### src/rtl/charger_stat_gen.sv
// Behavioural charger model driving the single-wire STAT line: low while charging,
// high when idle/done, square-wave blink on a latched fault.
module charger_stat_gen #(
  parameter int BLINK_HALF = 4096,
  parameter int DEB        = 16,
  parameter int TERM_DLY   = 8,
  parameter int TIMEOUT    = 65536
) (
  input  logic       clk_i,
  input  logic       rst_i,
  input  logic       usb_i,
  input  logic       level_i,
  input  logic       fault_in_i,
  output logic       stat_o,
  output logic       chg_en_o,
  output logic [1:0] state_o
);

  // state  | meaning
  // OFF    | no qualified USB, STAT high, charging off
  // CHARGE | charge current on, STAT low, safety timer running
  // DONE   | battery full, STAT high, waiting for level to drop
  // FAULT  | latched fault, STAT blinks, exit only by unplugging USB
  typedef enum logic [1:0] {
    S_OFF    = 2'b00,
    S_CHARGE = 2'b01,
    S_DONE   = 2'b10,
    S_FAULT  = 2'b11
  } state_t;

  localparam int DW = $clog2(DEB + 1);
  localparam int LW = $clog2(TERM_DLY + 1);
  localparam int TW = $clog2(TIMEOUT + 1);
  localparam int BW = $clog2(BLINK_HALF + 1);

  localparam logic [DW-1:0] DEB_MAX = DW'(DEB);
  localparam logic [DW-1:0] DEB_M1  = DW'(DEB - 1);
  localparam logic [LW-1:0] TD_MAX  = LW'(TERM_DLY);
  localparam logic [LW-1:0] TD_M1   = LW'(TERM_DLY - 1);
  localparam logic [TW-1:0] TMO_MAX = TW'(TIMEOUT);
  localparam logic [TW-1:0] TMO_M1  = TW'(TIMEOUT - 1);
  localparam logic [BW-1:0] BH_M1   = BW'(BLINK_HALF - 1);

  state_t        state_q, state_d;
  logic [DW-1:0] deb_cnt_q, deb_cnt_d;
  logic          usb_ok_q, usb_ok_d;
  logic [LW-1:0] lvl_cnt_q, lvl_cnt_d;
  logic [TW-1:0] chg_timer_q, chg_timer_d;
  logic [BW-1:0] blink_cnt_q, blink_cnt_d;
  logic          stat_q, stat_d;
  logic          chg_en_q, chg_en_d;
  logic          entering;
  logic          lvl_match;
  logic          lvl_held;

  always_ff @(posedge clk_i) begin
    if (rst_i) begin
      state_q     <= S_OFF;
      deb_cnt_q   <= '0;
      usb_ok_q    <= 1'b0;
      lvl_cnt_q   <= '0;
      chg_timer_q <= '0;
      blink_cnt_q <= '0;
      stat_q      <= 1'b1;
      chg_en_q    <= 1'b0;
    end else begin
      state_q     <= state_d;
      deb_cnt_q   <= deb_cnt_d;
      usb_ok_q    <= usb_ok_d;
      lvl_cnt_q   <= lvl_cnt_d;
      chg_timer_q <= chg_timer_d;
      blink_cnt_q <= blink_cnt_d;
      stat_q      <= stat_d;
      chg_en_q    <= chg_en_d;
    end
  end

  // Plug-in is debounced; removal drops usb_ok on the first low sample.
  always_comb begin
    deb_cnt_d = '0;
    usb_ok_d  = 1'b0;
    if (usb_i) begin
      deb_cnt_d = (deb_cnt_q == DEB_MAX) ? deb_cnt_q : deb_cnt_q + DW'(1);
      usb_ok_d  = usb_ok_q || (deb_cnt_q >= DEB_M1);
    end
  end

  always_comb begin
    lvl_match = ((state_q == S_CHARGE) && level_i) || ((state_q == S_DONE) && !level_i);
    lvl_held  = lvl_match && (lvl_cnt_q >= TD_M1);
    state_d   = state_q;
    case (state_q)
      S_OFF: begin
        if (usb_ok_q) begin
          if (fault_in_i)   state_d = S_FAULT;
          else if (level_i) state_d = S_DONE;
          else              state_d = S_CHARGE;
        end
      end
      S_CHARGE: begin
        if (!usb_ok_q)                   state_d = S_OFF;
        else if (fault_in_i)             state_d = S_FAULT;
        else if (chg_timer_q == TMO_M1)  state_d = S_FAULT;
        else if (lvl_held)               state_d = S_DONE;
      end
      S_DONE: begin
        if (!usb_ok_q)       state_d = S_OFF;
        else if (fault_in_i) state_d = S_FAULT;
        else if (lvl_held)   state_d = S_CHARGE;
      end
      S_FAULT: begin
        if (!usb_ok_q) state_d = S_OFF;
      end
      default: state_d = S_OFF;
    endcase
  end

  // Counters and registered outputs follow the next state so everything moves together.
  always_comb begin
    entering    = (state_d != state_q);
    lvl_cnt_d   = '0;
    chg_timer_d = '0;
    blink_cnt_d = '0;
    stat_d      = 1'b1;
    chg_en_d    = (state_d == S_CHARGE);

    if (!entering && lvl_match)
      lvl_cnt_d = (lvl_cnt_q == TD_MAX) ? lvl_cnt_q : lvl_cnt_q + LW'(1);

    if (!entering && (state_q == S_CHARGE))
      chg_timer_d = (chg_timer_q == TMO_MAX) ? chg_timer_q : chg_timer_q + TW'(1);

    case (state_d)
      S_CHARGE: stat_d = 1'b0;
      S_FAULT: begin
        if (entering) begin
          stat_d = 1'b0;
        end else if (blink_cnt_q == BH_M1) begin
          stat_d = ~stat_q;
        end else begin
          stat_d      = stat_q;
          blink_cnt_d = blink_cnt_q + BW'(1);
        end
      end
      default: stat_d = 1'b1;
    endcase
  end

  assign stat_o   = stat_q;
  assign chg_en_o = chg_en_q;
  assign state_o  = state_q;

endmodule

### config.mk
export PLATFORM = sky130hd
export DESIGN_NAME = charger_stat_gen
export DESIGN_NICKNAME = d
export VERILOG_FILES = /design/src/rtl/charger_stat_gen.sv
export SDC_FILE = /design/constraint.sdc
export NUM_CORES = 1
export LEC_CHECK = 0
export ABC_AREA = 0
export BUFFER_PORTS_ARGS = -buffer_cell sky130_fd_sc_hd__buf_4
export CORE_ASPECT_RATIO = 0.7
export CORE_MARGIN = 10
export CORE_UTILIZATION = 55
export CTS_BUF_LIST = sky130_fd_sc_hd__clkbuf_4 sky130_fd_sc_hd__clkbuf_8 sky130_fd_sc_hd__clkbuf_16
export CTS_CLUSTER_SIZE = 12
export DETAILED_ROUTE_END_ITERATION = 8
export PLACE_DENSITY_LB_ADDON = 0.1
export SLEW_MARGIN = 30
export SYNTH_ARGS = -nofsm -noshare
export SYNTH_HDL_FRONTEND = slang
export SYNTH_SLANG_ARGS = --single-unit
### constraint.sdc
create_clock -name clk_i -period 2.7 [get_ports clk_i]
set_clock_uncertainty 0.05 [all_clocks]
set_input_delay 0.675 -clock clk_i [delete_from_list [all_inputs] [get_ports clk_i]]
set_output_delay 0.675 -clock clk_i [all_outputs]
set_load 0.03 [all_outputs]
Word-level counts from Yosys, hierarchy flattened
Index checks and enable logic that the tools add are counted.
{ "word_totals": {"register_bits": 44, "latchBits": 0, "ram_bits": 0, "mem_bits_ro": 0, "inputBits": 5, "word_cells": 60, "mem_count": 0} }
{ "classes": {"n_addsub": 4, "multipliers": 0, "n_div": 0, "order_cmp": 2, "eq_ne": 12, "n_shift": 0, "mux": 15, "bitwise_logic": 5, "n_reduce_logical": 14} }
{ "ops": {"columns": ["cell", "count"], "rows": [
  ["$mux W2", 11],
  ["$add A17 B1 Y17 const B", 1],
  ["$eq A17 B16 Y1 const B", 1],
  ["$eq A17 B17 Y1 const B", 1],
  ["$add A13 B1 Y13 const B", 1],
  ["$eq A13 B12 Y1 const B", 1],
  ["$pmux W2 S4", 1],
  ["$eq A2 B2 Y1 const B", 3],
  ["$reduce_or A2 Y1", 3],
  ["$add A5 B1 Y5 const B", 1],
  ["$eq A5 B5 Y1 const B", 1],
  ["$ge A5 B4 Y1 const B", 1],
  ["$logic_and A1 B1 Y1", 5],
  ["$not A1 Y1", 5],
  ["$add A4 B1 Y4 const B", 1],
  ["$eq A2 B1 Y1 const B", 2],
  ["$eq A4 B4 Y1 const B", 1],
  ["$ge A4 B3 Y1 const B", 1],
  ["$reduce_or A4 Y1", 1],
  ["$ne A3 B3 Y1 const B", 1],
  ["$logic_not A1 Y1", 2],
  ["$logic_not A2 Y1", 1],
  ["$logic_or A1 B1 Y1", 2],
  ["$mux W1", 2],
  ["2 further kinds", 2]
]} }

Depth between registers and ports, before layout
Gate-level depths: netlist of the first run.
{ "logic_depth": {"word_depth": 14, "ltp_mapped": 10, "ltp_nobuf": 9} }

Least setup slack after synthesis of the first run
OpenSTA, ideal clock, no wires.
{ "synth_timing": {"path_kind": "flip-flop to flip-flop", "startpoint": "register chg_timer_q[0]", "endpoint": "register blink_cnt_q[5]", "setup_time_ps": 73, "arrival_time_ps": 2300, "required_time_ps": 2577, "setup_slack_ps": 277, "stages_incl_launch_ff": 11, "n_path_buf": 1, "period_less_slack_ps": 2423, "cell_sequence": "dfxtp_1 ha_1 nand4_1 nor4_1 ha_1 or3b_1 o32ai_1 a221oi_4 o2111ai_4 buf_6 nor3_4"} }
{ "synth_between": {"elab_chain_cells": 8, "elab_cells_between_ends": 9} }
{ "synth_lines": {"columns": ["element", "line_no", "text"], "rows": [
  ["from (decl)", "48", "logic [TW-1:0] chg_timer_q, chg_timer_d;"],
  ["from (signal assigned)", "71", "chg_timer_q <= chg_timer_d;"],
  ["$eq A17 B16 Y1 (*)", "103", "else if (chg_timer_q == TMO_M1) state_d = S_FAULT;"],
  ["$mux W2 (*)", "103", null],
  ["$mux W2 (*)", "102", "else if (fault_in_i) state_d = S_FAULT;"],
  ["$mux W2 (*)", "101", "if (!usb_ok_q) state_d = S_OFF;"],
  ["$pmux W2 S4 (*)", "92", "case (state_q)"],
  ["$eq A2 B2 Y1", "133", "case (state_d)"],
  ["$not A1 Y1 (no source line)", null, null],
  ["$reduce_or A4 Y1 (no source line) (*)", null, null],
  ["to (signal assigned)", "72", "blink_cnt_q <= blink_cnt_d;"],
  ["to (decl)", "49", "logic [BW-1:0] blink_cnt_q, blink_cnt_d;"]
]} }
Mark *: on every way between the ends. The rest lies on a longest branch, timed or not.
A chain may end at the register's enable or synchronous reset.

Final worst setup path of the first run
{ "layout_timing": {"startpoint": "register chg_timer_q[11]", "endpoint": "register chg_timer_q[16]"} }
{ "layout_between": {"elab_chain_cells": 10, "elab_cells_between_ends": 12} }
{ "layout_lines": {"columns": ["element", "line_no", "text"], "rows": [
  ["$eq A17 B16 Y1", "103", null],
  ["$mux W2", "103", null],
  ["$mux W2", "102", null],
  ["$mux W2", "101", null],
  ["$pmux W2 S4", "92", null],
  ["$ne A2 B2 Y1", "120", "entering = (state_d != state_q);"],
  ["$logic_not A1 Y1", "130", "if (!entering && (state_q == S_CHARGE))"],
  ["$logic_and A1 B1 Y1", "130", null],
  ["$not A1 Y1 (no source line)", null, null],
  ["$reduce_or A2 Y1 (no source line)", null, null]
]} }
Parallel ways exist; a longest one is shown, timed or not.

==> reports/results.txt, run 1 <==
status -> completed
Placeable Area -> 0.00387 mm²
register area share after synthesis -> 0.402
clk_lat worst skew -> 0.30 ns
Max Fanout on Critical Path -> 17
CTS Buf Count -> 5
Clock Path Buffers -> 2
Leakage Power -> 0.823 nW
Synth-to-Final Area Change -> 12.7%
global-route wire length before repair -> 7080 µm
GPL Wtd Cong -> 0.803
Antenna Violating Nets Remaining -> 0
die width -> 95.4 µm
Synthesis Warnings -> 0
Worst IR Drop VDD -> 0.365 mV
CTS tree -> yes
Pins Over Slew Limit -> 0
reg-to-reg endpoint -> chg_timer_q[16]$_SDFFE_PP0P_
share of post-route cells with drive strength above 1 -> 0.166
WS Path Type -> reg -> reg
Critical Path AT -> 2.68 ns
fillers -> 335
DP Area -> 0.00231 mm²
Mapped Nets -> 253
post-route minimum period -> 2.50 ns
Worst R2R Path Depth -> 10
crit start category -> register
die area -> 0.00695 mm²
Die Span Y -> 72.8 µm
total track usage -> 0.126
initial antenna violation count -> 0
Initial DRC Count -> 51
Syn Area/Cell -> 9.16 µm²
Nets -> 272
DR WL/cell -> 12.9 µm
hold_sp -> blink_cnt_q[12]$_SDFF_PP0_
worst reg2reg setup slack -> 0.20 ns
Post-synth EDFFs -> 0
Residual DRC -> 0
top_reg_cell synth -> dfxtp_1
row count -> 19
Yosys cell types -> 40
max-cap violation count -> 0
GR Overflow Total -> 0
Synth area leader -> dfxtp_1
PD cells -> 479 mW/mm²
WHS Endpoint -> blink_cnt_q[12]$_SDFF_PP0_
Setup crit end kind -> register
top cells by area, synth -> dfxtp_1, xor2_1, nor2_1
crit share post-route -> 0.926
Root Driver -> clkbuf_8
Final Cell Area -> 0.00247 mm²
Mapped Cells -> 239
required time of the critical path -> 2.88 ns
io pins -> 9
CTS sink count -> 44
drt total wl -> 4000 µm
H-tree lvl count -> 2
# setup viols final -> 0
Design Power -> 1.18 mW
router iterations before antenna repair -> 4
ANT cells -> 0
dpl hpwl -> 2830 µm
initial core utilization -> 0.565
Post-CTS Hold Fix Bufs -> 0
Async SR Flop Fraction -> 0
PortBufs -> 8
Worst Tran Pin Value -> 0.789 ns
Multi-input gate area -> 0.00123 mm²
worst hold stages -> 2
Worst-path clk slew -> 0.08 ns
Reg area -> 881 µm²
Reg-to-Reg Start -> chg_timer_q[11]$_SDFFE_PP0P_
Seq cells post-synth -> 44
mapped cell area -> 0.00219 mm²
synth cell count leaders -> dfxtp_1, nor2_1, nand3_1, xor2_1, inv_1
Final Hold Vio Count -> 0
Vias -> 1659
f_max -> 0.400 GHz
vias per cell -> 5.33
vias in the first global route -> 1566
Yosys top cell area share -> 0.402
largest net degree at the start of global routing -> 18
most frequent cell after synthesis -> dfxtp_1
Slew headroom -> 0.467
Worst Hold Class -> reg -> reg
-- cell type report --
class / count / share of cell area
sequential: 44 / 0.357
multi-input combinational: 176 / 0.500
clock buffer: 6 / 0.0309
clock inverter: 2 / 0.0142
inverter: 15 / 0.0228
tap: 52 / 0.0264
timing repair buffer: 16 / 0.0487
-- state kept, by name, indices dropped and copies added (netlist names) --
signal / flops
blink_cnt_q: 13
chg_en_o: 1
chg_timer_q: 17
deb_cnt_q: 5
lvl_cnt_q: 4
stat_o: 1
state_o: 2
usb_ok_q: 1
-- report_power, final --
group | internal [mW] | switching [mW] | leakage, nW
Sequential | 0.650 | 0.00160 | 0.355
Clock | 0.285 | 0.224 | 0.0586
Combinational | 0.00819 | 0.0121 | 0.409
Total | 0.943 | 0.238 | 0.823
-- cell families (layout without fill, tap and decap cells) --
logic type / count (synthesis) / count (layout) / synth area share
mux: 4 / 4 / 0.0189
compound gates: 22 / 22 / 0.0891
xor+xnor: 31 / 31 / 0.124
simple gates: 110 / 110 / 0.271
buf+inv: 19 / 39 / 0.0429
fa+ha+maj: 9 / 9 / 0.0514
flops: 44 / 44 / 0.402
-- worst max-delay path, stage by stage, from the launching register on --
cell,delay [ns]
dfxtp_1,0.40
and4_1,0.23
nand3_1,0.12
nor4_2,0.27
ha_2,0.24
or3b_1,0.16
o32ai_1,0.13
a221oi_4,0.30
buf_4,0.18
nand3_4,0.17
a21oi_1,0.18
-- cell usage in the layout (no fill, tap or decap), types with 2 or more instances in the layout --
master | synthesis | final
xor2_1 | 18 | 18
ha_1 | 9 | 8
nor3_1 | 9 | 9
nand2_1 | 14 | 13
nor4b_1 | 3 | 3
clkbuf_8 | 0 | 5
nand3_1 | 18 | 18
a21oi_1 | 10 | 10
xnor2_1 | 13 | 13
buf_4 | 2 | 16
and3_1 | 3 | 3
o21ai_0 | 2 | 2
dfxtp_1 | 44 | 44
nor2_1 | 35 | 35
and4_1 | 3 | 3
nand4_1 | 6 | 6
mux2i_1 | 3 | 3
nor4_1 | 3 | 2
inv_1 | 15 | 15
nor3_2 | 7 | 7
-- repair_timing --
action | 4_1_cts | 5_1_grt
gates resized for setup | 0 | 4
endpoints found under the setup margin | 1 | 31
buffers inserted | 2 | 1
pin swaps | 1 | 2
-- metrics by stage --
| step | worst slack (ns) | TNS (ns) | utilization | std cells | hold WS [ns] |
|---|---|---|---|---|---|
| 2_1_floorplan | 0.277 | 0 | - | 239 | 0.388 |
| 4_1_cts | 0.0295 | 0 | 0.630 | 310 | 0.415 |
| 6_report | 0.201 | 0 | 0.637 | 311 | 0.413 |
| 5_1_grt | -0.0155 | -0.0234 | 0.637 | 311 | 0.452 |
| 3_3_place_gp | 0.0691 | 0 | 0.597 | 300 | 0.396 |
| 3_5_place_dp | 0.00504 | 0 | 0.597 | 300 | 0.402 |
-- metal layers --
metal | wire length, µm | part of all wire | global-route usage | vias up
li1 | - | - | - | 869
met1 | 2080 | 0.52 | 0.167 | 756
met2 | 1690 | 0.42 | 0.186 | 28
met3 | 173 | 0.043 | 0.0391 | 6
met4 | 58 | 0.015 | 0.0506 | 0
met5 | 0 | 0 | 0 | -
-- worst max-delay path by stage --
stage | depth (start not counted) | endpoint | slack (ns) | start
floorplan | 10 | blink_cnt_q[5]$_SDFF_PP0_ | 0.28 | chg_timer_q[0]$_SDFFE_PP0P_
global placement | 9 | blink_cnt_q[2]$_SDFF_PP0_ | 0.07 | chg_timer_q[11]$_SDFFE_PP0P_
detailed placement | 9 | blink_cnt_q[2]$_SDFF_PP0_ | 0.005 | chg_timer_q[11]$_SDFFE_PP0P_
CTS | 9 | chg_timer_q[16]$_SDFFE_PP0P_ | 0.03 | chg_timer_q[11]$_SDFFE_PP0P_
global route | 10 | chg_timer_q[16]$_SDFFE_PP0P_ | -0.02 | chg_timer_q[10]$_SDFFE_PP0P_
finish | 10 | chg_timer_q[16]$_SDFFE_PP0P_ | 0.20 | chg_timer_q[11]$_SDFFE_PP0P_
Note: power is estimated with default switching activity, not from simulation.
==> run 2, diff against run 1 <==
--- a/config.mk
+++ b/config.mk
@@ -10,7 +10,7 @@
 export CORE_ASPECT_RATIO = 0.7
 export CORE_MARGIN = 10
 export CORE_UTILIZATION = 55
-export CTS_BUF_LIST = sky130_fd_sc_hd__clkbuf_4 sky130_fd_sc_hd__clkbuf_8 sky130_fd_sc_hd__clkbuf_16
+export CTS_BUF_LIST = sky130_fd_sc_hd__clkbuf_8
 export CTS_CLUSTER_SIZE = 12
 export DETAILED_ROUTE_END_ITERATION = 8
 export PLACE_DENSITY_LB_ADDON = 0.1
==> run 2 against run 1 <==
Register-to-register slack barely moved. Maximum frequency rose by 0.15%. Cell count did not move. Highest routed layer unchanged.
==> reports/results.txt, run 2 (same netlist as run 1, synthesis figures left out) <==
status -> completed
hold_ws -> 0.413 ns
Max Fanout on Critical Path -> 17
PortBufs -> 8
GPL Wtd Cong -> 0.803
commonest non-fill, non-tap cell in the layout -> dfxtp_1
share of post-route cells with drive strength above 1 -> 0.162
Placeable Area -> 0.00387 mm²
Leakage Power -> 0.823 nW
Largest regs -> chg_timer_q x17, blink_cnt_q x13, deb_cnt_q x5
die width -> 95.4 µm
CTS sink count -> 44
Slew headroom -> 0.467
Post-CTS Hold Fix Bufs -> 0
GR Overflow Total -> 0
crit share post-route -> 0.924
Largest register FFs -> 17
post-route minimum period -> 2.50 ns
crit start category -> register
die area -> 0.00695 mm²
WHS Endpoint -> blink_cnt_q[12]$_SDFF_PP0_
worst hold stages -> 2
Vias -> 1669
Worst IR Drop VDD -> 0.365 mV
router iterations before antenna repair -> 4
crit path cell chain -> and4_1, nand3_1, nor4_2, ha_2, or3b_1, o32ai_1, a221oi_4, buf_4, nand3_4, a21oi_1
pre-CTS setup slack -> 0.00504 ns
Die Span Y -> 72.8 µm
required time of the critical path -> 2.88 ns
ANT cells -> 0
Root Driver -> clkbuf_8
Initial DRC Count -> 47
Setup crit end kind -> register
Synth-to-Final Area Change -> 12.5%
PD cells -> 473 mW/mm²
global-route wire length before repair -> 7070 µm
Crit-path slowest cell -> dfxtp_1
largest net degree at the start of global routing -> 18
row count -> 19
total track usage -> 0.125
# setup viols final -> 0
H-tree lvl count -> 2
DR WL/cell -> 12.9 µm
most frequent cells in the layout -> dfxtp_1, nor2_1, nand3_1, xor2_1
Residual DRC -> 0
CTS Buf Count -> 5
DP Area -> 0.00231 mm²
Bufs and invs on worst path -> 1
Critical Path AT -> 2.68 ns
worst reg2reg setup slack -> 0.20 ns
Pins Over Slew Limit -> 0
Worst Hold Class -> reg -> reg
Worst-path clk slew -> 0.08 ns
Antenna Violating Nets Remaining -> 0
CP delay by family, top -> simple AND/OR/NAND/NOR gates
max-cap violation count -> 0
drt total wl -> 4000 µm
initial antenna violation count -> 0
Worst Setup SP -> chg_timer_q[11]$_SDFFE_PP0P_
hold_sp -> blink_cnt_q[12]$_SDFF_PP0_
Design Power -> 1.16 mW
Reg with most FFs -> chg_timer_q
initial core utilization -> 0.565
CTS tree -> yes
Worst Tran Pin Value -> 0.789 ns
WS Path Type -> reg -> reg
dpl hpwl -> 2830 µm
TNS Setup -> 0 ns
f_max -> 0.401 GHz
Worst R2R Path Depth -> 10
Nets -> 272
Clock Path Buffers -> 2
Reg-to-Reg Start -> chg_timer_q[11]$_SDFFE_PP0P_
Final Hold Vio Count -> 0
reg-to-reg endpoint -> chg_timer_q[16]$_SDFFE_PP0P_
clk_lat worst skew -> 0.30 ns
vias in the first global route -> 1569
CP max stage delay -> 0.40 ns
setup ws final -> 0.204 ns
io pins -> 9
vias per cell -> 5.37
Final Cell Area -> 0.00246 mm²
-- run 2: changes by cell type in the layout (fill, tap and decap cells not counted) --
cell      previous run  this run
clkbuf_4             1         0
inv_1               15        16
-- run 2: final cells by class --
class / count / area, µm²
clock buffer: 5 / 68.8
fill: 336 / 1410
clock inverter: 3 / 38.8
inverter: 15 / 56.3
multi-input combinational: 176 / 1230
tap: 52 / 65.1
sequential: 44 / 881
timing repair buffer: 16 / 120
-- run 2: stage by stage --
stage / cells / util
2_1_floorplan: 239 / -
3_3_place_gp: 300 / 0.597
3_5_place_dp: 300 / 0.597
4_1_cts: 310 / 0.629
5_1_grt: 311 / 0.636
6_report: 311 / 0.636
-- run 2: worst reg2reg max path: cells and delay by family, from the launching register on --
kind	cells	cell delay (ns)
DFF	1	0.40
adders and majority gates	1	0.24
buffers and inverters	1	0.18
and+or+nand+nor	5	0.94
AOI/OAI and AO/OA	3	0.61
-- run 2: repair_timing --
| item | in CTS | in global routing |
|---|---|---|
| gates resized for setup | 0 | 4 |
| endpoints found under the setup margin | 1 | 31 |
| pin swaps | 1 | 2 |
| buffers inserted | 2 | 1 |
-- run 2: how the worst max path moves through the flow --
stage	end	depth (start not counted)	slack, ns
6_report	chg_timer_q[16]$_SDFFE_PP0P_	10	0.20
5_1_grt	chg_timer_q[16]$_SDFFE_PP0P_	10	-0.02
4_1_cts	chg_timer_q[16]$_SDFFE_PP0P_	9	0.03
3_5_place_dp	blink_cnt_q[2]$_SDFF_PP0_	9	0.005
3_3_place_gp	blink_cnt_q[2]$_SDFF_PP0_	9	0.07
2_1_floorplan	blink_cnt_q[5]$_SDFF_PP0_	10	0.28
-- run 2: routing by layer --
metal	global-route usage	part of all wire
met2	0.186	0.42
met4	0.0457	0.012
met5	0	0
met3	0.0391	0.045
met1	0.166	0.52
-- run 2: power breakdown --
part	internal [mW]	switching, mW
combinational	0.00819	0.0121
sequential	0.650	0.00161
clock	0.271	0.222
total	0.929	0.236
==> run 3, diff against run 2 <==
--- a/config.mk
+++ b/config.mk
@@ -9,11 +9,11 @@
 export BUFFER_PORTS_ARGS = -buffer_cell sky130_fd_sc_hd__buf_4
 export CORE_ASPECT_RATIO = 0.7
 export CORE_MARGIN = 10
-export CORE_UTILIZATION = 55
+export CORE_UTILIZATION = 50
 export CTS_BUF_LIST = sky130_fd_sc_hd__clkbuf_8
 export CTS_CLUSTER_SIZE = 12
 export DETAILED_ROUTE_END_ITERATION = 8
-export PLACE_DENSITY_LB_ADDON = 0.1
+export PLACE_DENSITY_LB_ADDON = 0.12
 export SLEW_MARGIN = 30
 export SYNTH_ARGS = -nofsm -noshare
 export SYNTH_HDL_FRONTEND = slang
==> run 3 against run 2 <==
Critical path depth did not move. Combinational power fell by 4%. Utilization fell by 6.2 points. Cell count rose by 0.64%. Largest power group unchanged. Highest routed layer unchanged. Critical path type unchanged. First-iteration DRC count rose by 62%. Non-clock buffer count did not move. Register-to-register slack improved by 0.03 ns. Die area rose by 7.5%. Worst setup slack improved by 0.032 ns.
==> reports/results.txt, run 3 (same netlist as run 1, synthesis figures left out) <==
status -> completed
Clk network pwr share -> 0.367
Non-Filler Instances -> 313
routing usage on met2 -> 0.169
met3 usage -> 0.0335
clk_lat worst skew -> 0.30 ns
Critical Path AT -> 2.64 ns
die area -> 0.00747 mm²
Net Sw Power -> 0.230 mW
H-tree lvl count -> 2
dpl hpwl -> 2730 µm
# setup viols final -> 0
Worst IR Drop VDD -> 0.309 mV
ANT cells -> 0
commonest non-fill, non-tap cell in the layout -> dfxtp_1
Largest register FFs -> 17
row count -> 20
total track usage -> 0.113
CP delay by family, top -> simple AND/OR/NAND/NOR gates
PortBufs -> 8
Initial DRC Count -> 76
router iterations before antenna repair -> 4
initial core utilization -> 0.512
Nets -> 272
Vias -> 1611
logic gate share of total power -> 0.018
required time of the critical path -> 2.88 ns
Worst-path clk slew -> 0.08 ns
io pins -> 9
Placeable Area -> 0.00428 mm²
CTS sink count -> 44
sw frac -> 0.217
PD cells -> 432 mW/mm²
DR WL/cell -> 12.4 µm
dpl cells -> 302
met1 GRT Util -> 0.146
Worst Tran Pin Value -> 0.926 ns
Synth-to-Final Area Change -> 12.1%
global-route wire length before repair -> 6810 µm
CP max stage delay -> 0.36 ns
Root Driver -> clkbuf_8
TNS Setup -> 0 ns
crit path cell chain -> ha_1, nand4_1, nor4_2, ha_2, or3b_1, o32ai_1, a221oi_4, o2111ai_4, buf_12, nor3_1
Clock Path Buffers -> 2
Final Cell Area -> 0.00245 mm²
post-layout util -> 0.574
vias in the first global route -> 1480
fillers -> 382
die width -> 99.1 µm
Pins Over Slew Limit -> 0
Leakage Power -> 0.818 nW
Reg with most FFs -> chg_timer_q
Bufs and invs on worst path -> 1
Post-CTS Hold Fix Bufs -> 0
max-cap violation count -> 0
GR Overflow Total -> 0
crit share post-route -> 0.912
Antenna Violating Nets Remaining -> 0
Crit-path slowest cell -> dfxtp_1
sequential power share -> 0.614
Die Span Y -> 75.4 µm
CTS Buf Count -> 5
f_max -> 0.406 GHz
Setup crit end kind -> register
vias per cell -> 5.15
post-route minimum period -> 2.46 ns
share of post-route cells with drive strength above 1 -> 0.174
Design Power -> 1.06 mW
CTS tree -> yes
Max Fanout on Critical Path -> 14
global routing's busiest layer -> met2
GPL Wtd Cong -> 0.881
Slew headroom -> 0.374
Largest regs -> chg_timer_q x17, blink_cnt_q x13, deb_cnt_q x5
Final Hold Vio Count -> 0
Residual DRC -> 0
most frequent cells in the layout -> dfxtp_1, nor2_1, nand3_1, xor2_1, inv_1
drt total wl -> 3870 µm
DP Area -> 0.00231 mm²
largest net degree at the start of global routing -> 18
initial antenna violation count -> 0
Internal -> 0.830 mW
crit start category -> register
WS Path Type -> reg -> reg
Worst Hold Class -> reg -> reg
-- run 3: per-layer routing --
metal  part of all wire  vias up
met5                  0        -
met4              0.020        0
met3              0.037        8
met2               0.41       16
met1               0.54      723
li1                   -      864
-- run 3: worst register-to-register path, cell delays in order, from the launching register on --
cell	delay, ns
dfxtp_1	0.36
ha_1	0.17
nand4_1	0.17
nor4_2	0.31
ha_2	0.23
or3b_1	0.15
o32ai_1	0.12
a221oi_4	0.31
o2111ai_4	0.17
buf_12	0.19
nor3_1	0.17
-- run 3: path summary, 6_finish.rpt --
| kind | from | to | slack (ns) | cells after the start |
|---|---|---|---|---|
| worst max register to register | chg_timer_q[0]$_SDFFE_PP0P_ | blink_cnt_q[4]$_SDFF_PP0_ | 0.24 | 10 |
| worst min-delay path | blink_cnt_q[12]$_SDFF_PP0_ | blink_cnt_q[12]$_SDFF_PP0_ | 0.42 | 2 |
| worst max-delay path | chg_timer_q[0]$_SDFFE_PP0P_ | blink_cnt_q[4]$_SDFF_PP0_ | 0.24 | 10 |
| worst min register to register | blink_cnt_q[12]$_SDFF_PP0_ | blink_cnt_q[12]$_SDFF_PP0_ | 0.42 | 2 |
-- run 3: power by group through the flow --
stage	combinational [mW]	clock [mW]	sequential, mW
after floorplan	0.00909	0	0.666
after global placement	0.0192	0	0.667
after detailed placement	0.0194	0	0.667
after CTS	0.0196	0.404	0.651
after global routing	0.0221	0.427	0.652
final	0.0195	0.390	0.651
-- run 3: cell type report --
class | instances | area (µm²) | share of cell area
clock buffers | 5 | 68.8 | 0.0280
clock inverters | 2 | 8.76 | 0.00357
inverters | 15 | 56.3 | 0.0229
multi-input cells | 176 | 1230 | 0.503
flip-flops and latches | 44 | 886 | 0.361
well taps | 55 | 68.8 | 0.0280
repair buffers | 16 | 133 | 0.0540
-- run 3: stage by stage --
step	hold slack, ns	setup WS [ns]
floorplan	0.388	0.277
global placement	0.401	0.0748
detailed placement	0.408	0.00751
CTS	0.421	0.0467
global route	0.457	-0.00560
finish	0.419	0.236
-- run 3: what timing repair did --
action	CTS	global route
resized for setup	0	8
setup endpoints to repair	3	31
setup buffers	1	3
pin swaps	1	4
